## src/rtl/gpu_pkg.sv

```systemverilog
// Shared type definitions for the GPU core: pipeline stage, fetcher and LSU status.
package gpu_pkg;

  typedef enum logic [2:0] {
    CORE_IDLE    = 3'd0,
    CORE_FETCH   = 3'd1,
    CORE_DECODE  = 3'd2,
    CORE_REQUEST = 3'd3,
    CORE_WAIT    = 3'd4,
    CORE_EXECUTE = 3'd5,
    CORE_UPDATE  = 3'd6,
    CORE_DONE    = 3'd7
  } core_state_t;

  typedef enum logic [1:0] {
    FETCHER_IDLE     = 2'd0,
    FETCHER_FETCHING = 2'd1,
    FETCHER_FETCHED  = 2'd2
  } fetcher_state_t;

  typedef enum logic [1:0] {
    LSU_IDLE       = 2'd0,
    LSU_REQUESTING = 2'd1,
    LSU_WAITING    = 2'd2,
    LSU_DONE       = 2'd3
  } lsu_state_t;

endpackage

```

## src/rtl/pc_converge_check.sv

```systemverilog
// Picks the next PC of the lowest-indexed enabled thread and flags any enabled
// thread whose next PC disagrees with it. Purely combinational.
module pc_converge_check
  import gpu_pkg::*;
#(
  parameter int THREADS_PER_BLOCK = 4,
  parameter int PC_WIDTH          = 8
) (
  input  logic [THREADS_PER_BLOCK-1:0]               mask,
  input  logic [THREADS_PER_BLOCK-1:0][PC_WIDTH-1:0] next_pc,
  output logic [PC_WIDTH-1:0]                        selected_pc,
  output logic                                       mismatch
);

  logic found;

  // Lowest enabled thread wins, then every enabled thread is compared to it.
  always_comb begin
    selected_pc = '0;
    found       = 1'b0;
    mismatch    = 1'b0;
    for (int t = 0; t < THREADS_PER_BLOCK; t++) begin
      if (mask[t] && !found) begin
        selected_pc = next_pc[t];
        found       = 1'b1;
      end
    end
    for (int t = 0; t < THREADS_PER_BLOCK; t++) begin
      if (mask[t] && (next_pc[t] != selected_pc)) begin
        mismatch = 1'b1;
      end
    end
  end

endmodule

```

## src/rtl/core_scheduler.sv

```systemverilog
// Lockstep block scheduler: walks every instruction through
// FETCH/DECODE/REQUEST/WAIT/EXECUTE/UPDATE and tracks the shared PC.
module core_scheduler
  import gpu_pkg::*;
#(
  parameter int THREADS_PER_BLOCK = 4,
  parameter int PC_WIDTH          = 8
) (
  input  logic                                       clk,
  input  logic                                       rst,
  input  logic                                       start,
  input  logic [THREADS_PER_BLOCK-1:0]               thread_mask,
  input  logic                                       is_ret,
  input  logic                                       mem_read_en,
  input  logic                                       mem_write_en,
  input  fetcher_state_t                             fetcher_state,
  input  lsu_state_t [THREADS_PER_BLOCK-1:0]         lsu_state,
  input  logic [THREADS_PER_BLOCK-1:0][PC_WIDTH-1:0] next_pc,
  output core_state_t                                core_state,
  output logic [PC_WIDTH-1:0]                        current_pc,
  output logic                                       done,
  output logic                                       divergence
);

  core_state_t                  state;
  core_state_t                  state_next;
  logic [THREADS_PER_BLOCK-1:0] active_mask;
  logic [PC_WIDTH-1:0]          selected_pc;
  logic                         pc_mismatch;
  logic                         lsu_busy;

  pc_converge_check #(
    .THREADS_PER_BLOCK(THREADS_PER_BLOCK),
    .PC_WIDTH         (PC_WIDTH)
  ) u_converge (
    .mask       (active_mask),
    .next_pc    (next_pc),
    .selected_pc(selected_pc),
    .mismatch   (pc_mismatch)
  );

  assign core_state = state;

  // An enabled thread still talking to memory keeps the block in WAIT; with no
  // memory access decoded the LSU status is irrelevant.
  always_comb begin
    lsu_busy = 1'b0;
    for (int t = 0; t < THREADS_PER_BLOCK; t++) begin
      if (active_mask[t] &&
          (lsu_state[t] == LSU_REQUESTING || lsu_state[t] == LSU_WAITING)) begin
        lsu_busy = 1'b1;
      end
    end
    lsu_busy = lsu_busy & (mem_read_en | mem_write_en);
  end

  // Next-state logic; start is only looked at in IDLE, DONE is terminal.
  always_comb begin
    state_next = state;
    case (state)
      CORE_IDLE:    if (start) state_next = (thread_mask == '0) ? CORE_DONE : CORE_FETCH;
      CORE_FETCH:   if (fetcher_state == FETCHER_FETCHED) state_next = CORE_DECODE;
      CORE_DECODE:  state_next = CORE_REQUEST;
      CORE_REQUEST: state_next = CORE_WAIT;
      CORE_WAIT:    if (!lsu_busy) state_next = CORE_EXECUTE;
      CORE_EXECUTE: state_next = CORE_UPDATE;
      CORE_UPDATE:  state_next = is_ret ? CORE_DONE : CORE_FETCH;
      CORE_DONE:    state_next = CORE_DONE;
      default:      state_next = CORE_IDLE;
    endcase
  end

  // State register.
  always_ff @(posedge clk) begin
    if (rst) begin
      state <= CORE_IDLE;
    end else begin
      state <= state_next;
    end
  end

  // Block-level registers: latched mask, shared PC, sticky done/divergence.
  always_ff @(posedge clk) begin
    if (rst) begin
      active_mask <= '0;
      current_pc  <= '0;
      done        <= 1'b0;
      divergence  <= 1'b0;
    end else begin
      if (state == CORE_IDLE && start) begin
        active_mask <= thread_mask;
        current_pc  <= '0;
        divergence  <= 1'b0;
        done        <= (thread_mask == '0);
      end else if (state == CORE_UPDATE) begin
        if (is_ret) begin
          done <= 1'b1;
        end else begin
          current_pc <= selected_pc;
          if (pc_mismatch) divergence <= 1'b1;
        end
      end
    end
  end

endmodule

```

## config.mk

```make
export PLATFORM = sky130hd
export DESIGN_NAME = core_scheduler
export DESIGN_NICKNAME = d
export VERILOG_FILES = /design/src/rtl/gpu_pkg.sv /design/src/rtl/pc_converge_check.sv /design/src/rtl/core_scheduler.sv
export SDC_FILE = /design/constraint.sdc
export NUM_CORES = 1
export LEC_CHECK = 0
export ABC_CLOCK_PERIOD_IN_PS = 2350
export CAP_MARGIN = 0
export CORE_UTILIZATION = 47
export CTS_BUF_LIST = sky130_fd_sc_hd__clkbuf_4
export CTS_CLUSTER_SIZE = 25
export DETAILED_ROUTE_END_ITERATION = 7
export PLACE_DENSITY = 0.86
export REMOVE_ABC_BUFFERS = 1
export SLEW_MARGIN = 40
export SYNTH_ARGS = -nofsm -noshare
export SYNTH_HDL_FRONTEND = slang
export SYNTH_SLANG_ARGS = --single-unit
```

## constraint.sdc

```tcl
create_clock -name clk -period 2.35 [get_ports clk]
set_input_delay 0.235 -clock clk [delete_from_list [all_inputs] [get_ports clk]]
set_output_delay 0.235 -clock clk [all_outputs]
set_load 0.05 [all_outputs]
```

After elaboration in Yosys (flattened, before gate mapping)
Index checks and enable logic that the tools add are counted.
Widths: inputs -> output; s select.

operators by class
  add/sub/neg operators = 0
  multiply operators = 0
  divide/modulo/power cells = 0
  magnitude comparators = 0
  equality and inequality tests = 23
  shift-type cells = 0
  mux-type cells = 24
  bitwise operators = 3
  reductions and logical operators = 28

operator list
  cell                count
  $mux 8              4
  $ne 8x8->1          4
  $pmux 3 s8          1
  $mux 3              5
  $mux 1              14
  $eq 3x3->1 const B  4
  $logic_and 1x1->1   12
  $eq 2x2->1 const B  5
  $eq 2x1->1 const B  4
  $eq 3x2->1 const B  2
  $ne 2x2->1 const B  3
  $reduce_and 3->1    2
  $logic_not 4->1     1
  $logic_or 1x1->1    4
  $reduce_and 2->1    2
  $reduce_bool 2->1   2
  $eq 3x1->1 const B  1
  $logic_not 1->1     3
  $logic_not 3->1     1
  $reduce_or 2->1     1
  $and 1x1->1         1
  $not 1->1           1
  $or 1x1->1          1

storage, ports and cells
  register bits = 17
  latch bits = 0
  memory bits (writable) = 0
  bits in read-only memories = 0
  output and inout bits = 13
  logic and storage cells = 83
  memories kept = 0

Longest topological paths before layout
Gate-level depths: netlist (run 1).

  depth after elaboration = 17
  depth in mapped cells = 10
  gate-level depth less buffers = 8

By module
A second synthesis (run 1) with hierarchy kept.

second synthesis, totals
  cells, all modules = 222
  area, all modules = 1869.3 µm²

modules (own cells, without submodules)
  module             instances  cells each  area an instance (µm²)  sequential area each (µm²)
  pc_converge_check  1          137         1038.5                  0.0
  core_scheduler     1          85          830.8                   340.3

Least setup slack after synthesis (run 1)
Ideal clock, no wire load.

  kind = register to register
  from = register active_mask[2]
  to = register divergence
  arrival time = 1889 ps
  required time = 2218 ps
  slack = 329 ps
  cell stages (with the launch flop) = 9
  clock period less this slack = 2021 ps
  cell sequence = dfxtp_1 buf_2 or4b_4 buf_6 o21a_4 a2111oi_4 a31oi_1 a21oi_1 a211oi_1

between the ends
  cells in the longest elaborated chain, start to end = 12
  elaborated cells on any way between the ends = 19
  those cells by class = eq/ne (4); mux (7); reduce/logical (8)

ends and longest elaborated chain
  element                              RTL line                 text
  from (decl)                          core_scheduler.sv:27     logic [THREADS_PER_BLOCK-1:0] active_mask;
  from (signal assigned)               core_scheduler.sv:91     active_mask <= thread_mask;
  $logic_and 1x1->1                    pc_converge_check.sv:23  if (mask[t] && !found) begin
  $mux 1                               pc_converge_check.sv:23
  $logic_not 1->1                      pc_converge_check.sv:23
  $logic_and 1x1->1                    pc_converge_check.sv:23
  $mux 8                               pc_converge_check.sv:23
  $ne 8x8->1                           pc_converge_check.sv:29  if (mask[t] && (next_pc[t] != selected_pc)) begin
  $logic_and 1x1->1                    pc_converge_check.sv:29
  $mux 1 (3 in series)                 pc_converge_check.sv:29
  $mux 1 *                             pc_converge_check.sv:29
  $reduce_and 3->1 (no source line) *  n/a
  to (signal assigned)                 core_scheduler.sv:88     divergence <= 1'b0;
  to (signal assigned)                 core_scheduler.sv:93     divergence <= 1'b0;
  to (signal assigned)                 core_scheduler.sv:100    if (pc_mismatch) divergence <= 1'b1;
  to (decl)                            core_scheduler.sv:22     output logic divergence

Mark *: on every way between the ends. The rest lies on a longest branch, timed or not.
A chain may end at the register's enable or synchronous reset.

Worst setup path after layout (run 1)
  from = register active_mask[0]
  to = register divergence

between the ends
  cells in the longest elaborated chain, start to end = 17
  elaborated cells on any way between the ends = 26
  those cells by class = eq/ne (4); mux (11); reduce/logical (11)

ends and longest elaborated chain
  element                              RTL line
  $mux 1                               pc_converge_check.sv:23
  $logic_not 1->1                      pc_converge_check.sv:23
  $logic_and 1x1->1                    pc_converge_check.sv:23
  $mux 1                               pc_converge_check.sv:23
  $logic_not 1->1                      pc_converge_check.sv:23
  $logic_and 1x1->1                    pc_converge_check.sv:23
  $mux 1                               pc_converge_check.sv:23
  $logic_not 1->1                      pc_converge_check.sv:23
  $logic_and 1x1->1                    pc_converge_check.sv:23
  $mux 8                               pc_converge_check.sv:23
  $ne 8x8->1                           pc_converge_check.sv:29
  $logic_and 1x1->1                    pc_converge_check.sv:29
  $mux 1 (3 in series)                 pc_converge_check.sv:29
  $mux 1 *                             pc_converge_check.sv:29
  $reduce_and 3->1 (no source line) *  n/a

Marked as above.

==> summary.txt, run 1 <==
crit path DAT -> 2490 ps
reg-to-reg startpoint -> active_mask[0]
Clock Sinks -> 17
Least-Margin Pin Slew -> 569 ps
layout cells sized above 1 -> 19.1%
crit path from -> active_mask[0]
Worst Path Required -> 2530 ps
library cells used by synthesis -> 60
crit path capture type -> register
FFs w/ async S/R, synth -> 0%
worst r2r path cells -> 10
DR iter-0 viols -> 287
# H-tree levels -> 1
total number of vias -> 2608
HPWL Detailed -> 6.11 mm
Nets -> 419
CP Depth -> 10
Worst Hold Class -> register to register
vias in the first global route -> 2496
wire per inst -> 18.8 microns
slowest cell on the critical path -> dfxtp_4
post-layout util -> 78.0%
Crit path max-delay family -> compound AO/OA/AOI/OAI gates
Layout Skew -> 3.54 ps
Bufs on Longest Clock Path -> 2
PwrDens -> 445 nW/um^2
CP endpoint -> divergence
CP peak stage delay -> 400 ps
worst setup margin -> 43.4 ps
total CTS buffers -> 3
max-slew violations -> 0
number of synthesis warnings -> 0
Rows -> 22
Mapped Cells -> 263
sequential-to-total area share from yosys stat -> 18.8%
total wire length -> 7.79 mm
Vias/cell -> 6.30
Setup WS pre-CTS -> -53.9 ps
fin crit share -> 98.2%
CP Launch Type -> register
Synth area leader -> dfxtp_1
Max-cap violations -> 0
initial antenna violation count -> 0
drt drc -> 0
commonest cells in the netlist -> 42 x nor2_1, 21 x inv_1, 19 x a21oi_1
register bit total from synthesis -> 17
DRT Pass-1 Iters -> 5
Top FF cell, synth -> dfxtp_1
R2R Path End -> divergence
CP most frequent cell -> buf_4
DP Area -> 2810 sq um
Port-buffer cells -> 64
Hold Fails Final Rpt -> 0
worst reg2reg setup slack -> 40 ps
Total GRT Usage -> 37.1%
antenna-violating nets left -> 0
Slew headroom -> 61.1%
Setup Crit Path Kind -> register to register
initial core utilization -> 49.1%
CTS tree -> yes
Cell Chain, Critical Path -> buf_4, buf_4, nor3b_2, a311o_1, nor2_1, a221o_1, o41ai_2, nand4_1, a21oi_1, a211oi_1
clk slew on worst S/H paths -> 100 ps
Synth-to-Final Area Change -> 59.1%
crit-path max FO -> 9
Mapped Area -> 1810 sq um
worst hold path startpoint -> current_pc[7]
Synth area leaders -> dfxtp_1 19%, nor2_1 8.7%, o22ai_1 5.5%
Die Height -> 64.0 microns
GRT overflow -> 0
largest net degree at the start of global routing -> 17
global-route wire length before repair -> 11.8 mm
area of the die -> 4100 sq um
fin area -> 2880 sq um
Final Wtd Congestion -> 1.05
VDD IR-drop max -> 0.000438 V
hold buffer count at cts -> 0
I/O Pins -> 65
ant diodes -> 0
final setup fails -> 0
leakage -> 1.14 nW
CORE AREA -> 3690 sq um
Worst-Skew Late Latency -> 300 ps
count leader, synth -> nor2_1
Max Clk Rate -> 434 MHz
WP buf/inv -> 2
top-area cell type share of the netlist area -> 18.8%
Min Clock Period, post-route -> 2310 ps
Syn Area/Cell -> 6.88 sq um
Die W -> 64.0 microns
status -> completed
number of synthesized flops with an enable pin -> 0
CTS Root Cell -> clkbuf_4
[worst register-to-register path, stage by stage, from the launching register on]
cell	delay (ps)
dfxtp_4	400
buf_4	180
buf_4	150
nor3b_2	170
a311o_1	240
nor2_1	60
a221o_1	290
o41ai_2	270
nand4_1	150
a21oi_1	190
a211oi_1	110
[layout by cell type, fill, tap and decap left out, drive strengths merged, types with 2 or more instances in the layout]
cell type	n
o31ai	6
mux2i	4
a311oi	3
xor2	4
o211ai	3
a21oi	19
nor3b	5
nor2b	7
nand3	3
o311ai	3
nand4	4
o221ai	4
a311o	2
a31oi	3
o21bai	2
o21a	2
nand2	16
nor4b	2
nor2	43
buf	48
a211oi	6
or3	2
dfxtp	17
a22oi	3
a2111oi	3
clkdlybuf4s50	64
inv	21
or2	3
o22ai	16
a22o	3
nor4	2
nor3	9
nand2b	7
clkbuf	3
o21ai	11
[timing repair]
action,4_1_cts,5_1_grt
buffers inserted,0,1
endpoints found under the setup margin,1,1
gates resized for setup,2,8
pin swaps,0,3
[sequential cells by signal (all words and copies together), names as in the netlist]
name,count
core_state,3
active_mask,4
divergence,1
current_pc,8
done,1
[logic make-up after synthesis]
| family | Yosys count | share of synthesized area, % |
|---|---|---|
| AOI/OAI and AO/OA | 96 | 38.3 |
| xor gates and xnor gates | 4 | 1.94 |
| buffers and inverters | 34 | 8.09 |
| DFF | 17 | 18.8 |
| muxes | 4 | 2.21 |
| and+or+nand+nor | 108 | 30.6 |
[power by group]
group | internal [mW] | total (mW) | switching [mW]
sequential | 0.302 | 0.337 | 0.0347
clock | 0.0635 | 0.156 | 0.0924
combinational | 0.393 | 0.787 | 0.394
[worst min-delay path by stage]
stage / cells past startpoint / end / slack (ps)
2_1_floorplan: 1 / core_state[2] / 310
3_3_place_gp: 2 / current_pc[1] / 470
3_5_place_dp: 2 / current_pc[7] / 480
4_1_cts: 2 / current_pc[1] / 500
5_1_grt: 2 / current_pc[7] / 530
6_report: 2 / current_pc[7] / 510
[final cells by class]
| cell class | count | area [sq um] |
|---|---|---|
| Clock buffer | 3 | 22.5 |
| Fill cell | 281 | 811 |
| Sequential cell | 17 | 349 |
| Timing Repair Buffer | 112 | 1010 |
| Multi-Input combinational cell | 212 | 1350 |
| Clock inverter | 1 | 5.00 |
| Inverter | 21 | 78.8 |
| Tap cell | 48 | 60.1 |
[layer usage]
metal	routed length [microns]	share of wire, %	track usage (%)	vias up
met2	3670	47	62.5	195
met4	417	5.4	23.3	0
met1	3080	40	44.8	1171
li1	-	-	-	1202
met5	0	0	0	-
met3	616	7.9	3.57	40
[stage by stage]
stage / hold WS (ps) / total power [mW] / cells / TNS (ps)
3_3_place_gp: 471 / 1.08 / 409 / -69.8
4_1_cts: 500 / 1.24 / 413 / 0
2_1_floorplan: 307 / 0.718 / 250 / 0
6_report: 509 / 1.28 / 414 / 0
3_5_place_dp: 476 / 1.08 / 409 / -53.9
5_1_grt: 531 / 1.34 / 414 / -37.5
Power figures use the tool's default switching activity.
==> run 2, diff against run 1 <==
--- a/config.mk
+++ b/config.mk
@@ -5,13 +5,13 @@
 export SDC_FILE = /design/constraint.sdc
 export NUM_CORES = 1
 export LEC_CHECK = 0
-export ABC_CLOCK_PERIOD_IN_PS = 2350
+export ABC_CLOCK_PERIOD_IN_PS = 1950
 export CAP_MARGIN = 0
-export CORE_UTILIZATION = 47
+export CORE_UTILIZATION = 42
 export CTS_BUF_LIST = sky130_fd_sc_hd__clkbuf_4
 export CTS_CLUSTER_SIZE = 25
 export DETAILED_ROUTE_END_ITERATION = 7
-export PLACE_DENSITY = 0.86
+export PLACE_DENSITY = 0.82
 export REMOVE_ABC_BUFFERS = 1
 export SLEW_MARGIN = 40
 export SYNTH_ARGS = -nofsm -noshare
==> constraint.sdc (replaced) <==
create_clock -name clk -period 1.95 [get_ports clk]
set_input_delay 0.195 -clock clk [delete_from_list [all_inputs] [get_ports clk]]
set_output_delay 0.195 -clock clk [all_outputs]
set_load 0.05 [all_outputs]
==> run 2 against run 1 <==
Effect of this change:
- the flow now finishes with violations (negative setup slack)
- power increased by 42%
- combinational power rose by 54%
- critical path depth unchanged
- wire length increased by 14%
- worst hold slack got worse by 9.8 ps
- sequential share of layout area down 1.8 points
- flip-flop and latch count unchanged
- count of clock-buffer cells in the layout unchanged
- clock power up 38%
- clock skew fell by 2.1 ps
- fmax is 5.0% higher
- worst setup slack worse by 290 ps
- critical endpoint unchanged
- largest power group unchanged
- highest routed layer unchanged
==> summary.txt, run 2 (same netlist as run 1, synthesis figures left out) <==
crit path DAT -> 2410 ps (was 2490 ps)
# H-tree levels -> 1 (unchanged)
PwrDens -> 536 nW/um^2 (was 445 nW/um^2)
global-route wire length before repair -> 13.1 mm (was 11.8 mm)
CTS tree -> yes (unchanged)
Final Wtd Congestion -> 1.04 (was 1.05)
layout cells sized above 1 -> 33.7% (was 19.1%)
initial antenna violation count -> 0 (unchanged)
CORE AREA -> 4060 sq um (was 3690 sq um)
final setup fails -> 2 (was 0)
Hold Fails Final Rpt -> 0 (unchanged)
Nets -> 472 (was 419)
CP Launch Type -> register (unchanged)
crit-path max FO -> 5 (was 9)
Max-cap violations -> 0 (unchanged)
RSZ-0062 raised after global routing -> yes
Die Height -> 67.6 microns (was 64.0 microns)
DR iter-0 viols -> 337 (was 287)
clk slew on worst S/H paths -> 120 ps (was 100 ps)
total CTS buffers -> 3 (unchanged)
Port-buffer cells -> 64 (unchanged)
worst setup margin -> -247 ps (was 43.4 ps)
drt drc -> 0 (unchanged)
leakage -> 1.43 nW (was 1.14 nW)
Layout Skew -> 1.41 ps (was 3.54 ps)
DRT Pass-1 Iters -> 5 (unchanged)
vias in the first global route -> 2771 (was 2496)
Sum Neg Setup Slack -> -262 ps (was 0 ps)
most frequent cells in the layout -> 98 x buf_4, 64 x clkdlybuf4s50_1, 38 x nor2_1, 21 x inv_1, 18 x a21oi_1 (was 64 x clkdlybuf4s50_1, 47 x buf_4, 42 x nor2_1, 21 x inv_1, 19 x a21oi_1)
Setup Crit Path Kind -> register to register (unchanged)
area of the die -> 4570 sq um (was 4100 sq um)
Setup WS pre-CTS -> -505 ps (was -53.9 ps)
Bufs on Longest Clock Path -> 2 (unchanged)
initial core utilization -> 44.6% (was 49.1%)
Worst-Skew Late Latency -> 310 ps (was 300 ps)
Vias/cell -> 6.24 (was 6.30)
I/O Pins -> 65 (unchanged)
GRT overflow -> 0 (unchanged)
ant diodes -> 0 (unchanged)
Clock Sinks -> 17 (unchanged)
Die W -> 67.6 microns (was 64.0 microns)
Least-Margin Pin Slew -> 508 ps (was 569 ps)
max reg flops -> 8 (unchanged)
Max Clk Rate -> 455 MHz (was 434 MHz)
Synth-to-Final Area Change -> 87.6% (was 59.1%)
hold buffer count at cts -> 0 (unchanged)
Min Clock Period, post-route -> 2200 ps (was 2310 ps)
fin crit share -> 113% (was 98.2%)
status -> finished, violations left (was completed)
most common cell after layout, fill and taps aside -> buf_4 (was clkdlybuf4s50_1)
Worst Hold Class -> register to register (unchanged)
crit path capture type -> register (unchanged)
Rows -> 23 (was 22)
antenna-violating nets left -> 0 (unchanged)
VDD IR-drop max -> 0.000549 V (was 0.000438 V)
CTS Root Cell -> clkbuf_4 (unchanged)
Worst Path Required -> 2160 ps (was 2530 ps)
Largest Register -> current_pc (unchanged)
Slew headroom -> 66.0% (was 61.1%)
Total GRT Usage -> 39.0% (was 37.1%)
HPWL Detailed -> 6.59 mm (was 6.11 mm)
Fillers -> 268 (was 281)
total number of vias -> 2926 (was 2608)
hold slack -> 499 ps (was 509 ps)
failing checks -> negative setup slack
wire per inst -> 18.9 microns (was 18.8 microns)
max-slew violations -> 0 (unchanged)
total wire length -> 8.84 mm (was 7.79 mm)
largest net degree at the start of global routing -> 11 (was 17)
[run 2: cell types whose count changed in the layout (fill, tap and decap cells not counted), moves of 3 or more]
cell,previous run,this run
buf_4,47,98
nor2_1,42,38
a211oi_1,6,3
a211oi_2,0,3
nor2_2,1,4
[run 2: where the power goes]
group	switching [mW]	internal (mW)	leakage, nW
registers	0.0307	0.365	0.140
logic	0.579	0.630	1.27
clock network	0.138	0.0768	0.0177
total	0.748	1.07	1.43
[run 2: layout make-up]
class | count | area, sq um | share of cell area (%)
clock buffer | 3 | 22.5 | 0.663
timing repair buffer | 165 | 1420 | 41.8
inverter | 21 | 78.8 | 2.32
multi-input combinational | 212 | 1460 | 42.9
sequential | 17 | 350 | 10.3
tap | 50 | 62.6 | 1.84
clock inverter | 1 | 5.00 | 0.147
[run 2: critical path: stages (launching register included)]
cell and delay [ps]:
dfxtp_4 390, buf_4 150, or2_4 260, buf_4 160, o311ai_4 280, or2_1 220, o22ai_1 110, a211oi_1 220
nand4_1 110, a21oi_1 130, a211oi_1 80
[run 2: repair_timing]
action / 4_1_cts / 5_1_grt
gates resized for setup: 26 / 11
buffers inserted: 6 / 1
endpoints found under the hold margin: 0 / 0
pin swaps: 12 / 7
cloned: 0 / 0
endpoints found under the setup margin: 1 / 2
[run 2: path summary, 6_finish.rpt]
check | from | end | slack [ps] | cells after the start
worst max-delay path | active_mask[0] | divergence | -250 | 10
worst min-delay path | current_pc[6] | current_pc[6] | 500 | 2
worst max register to register | active_mask[0] | divergence | -250 | 10
worst min register to register | current_pc[6] | current_pc[6] | 500 | 2
[run 2: metrics by stage]
stage | power (mW) | utilization, % | instance area (sq um) | std cells
after floorplan | 0.865 | - | 1740 | 250
after global placement | 1.43 | 77.8 | 3160 | 459
after CTS | 1.74 | 82.5 | 3350 | 468
after global routing | 1.89 | 83.7 | 3390 | 469
after detailed placement | 1.44 | 77.8 | 3160 | 459
final | 1.82 | 83.7 | 3390 | 469
[run 2: metal layers]
layer | track usage, % | vias to the layer above | part of all wire [%]
li1 | - | 1301 | -
met5 | 0 | - | 0
met2 | 69.3 | 237 | 47
met3 | 7.26 | 60 | 9.5
met1 | 43.3 | 1328 | 38
met4 | 20.7 | 0 | 5.8
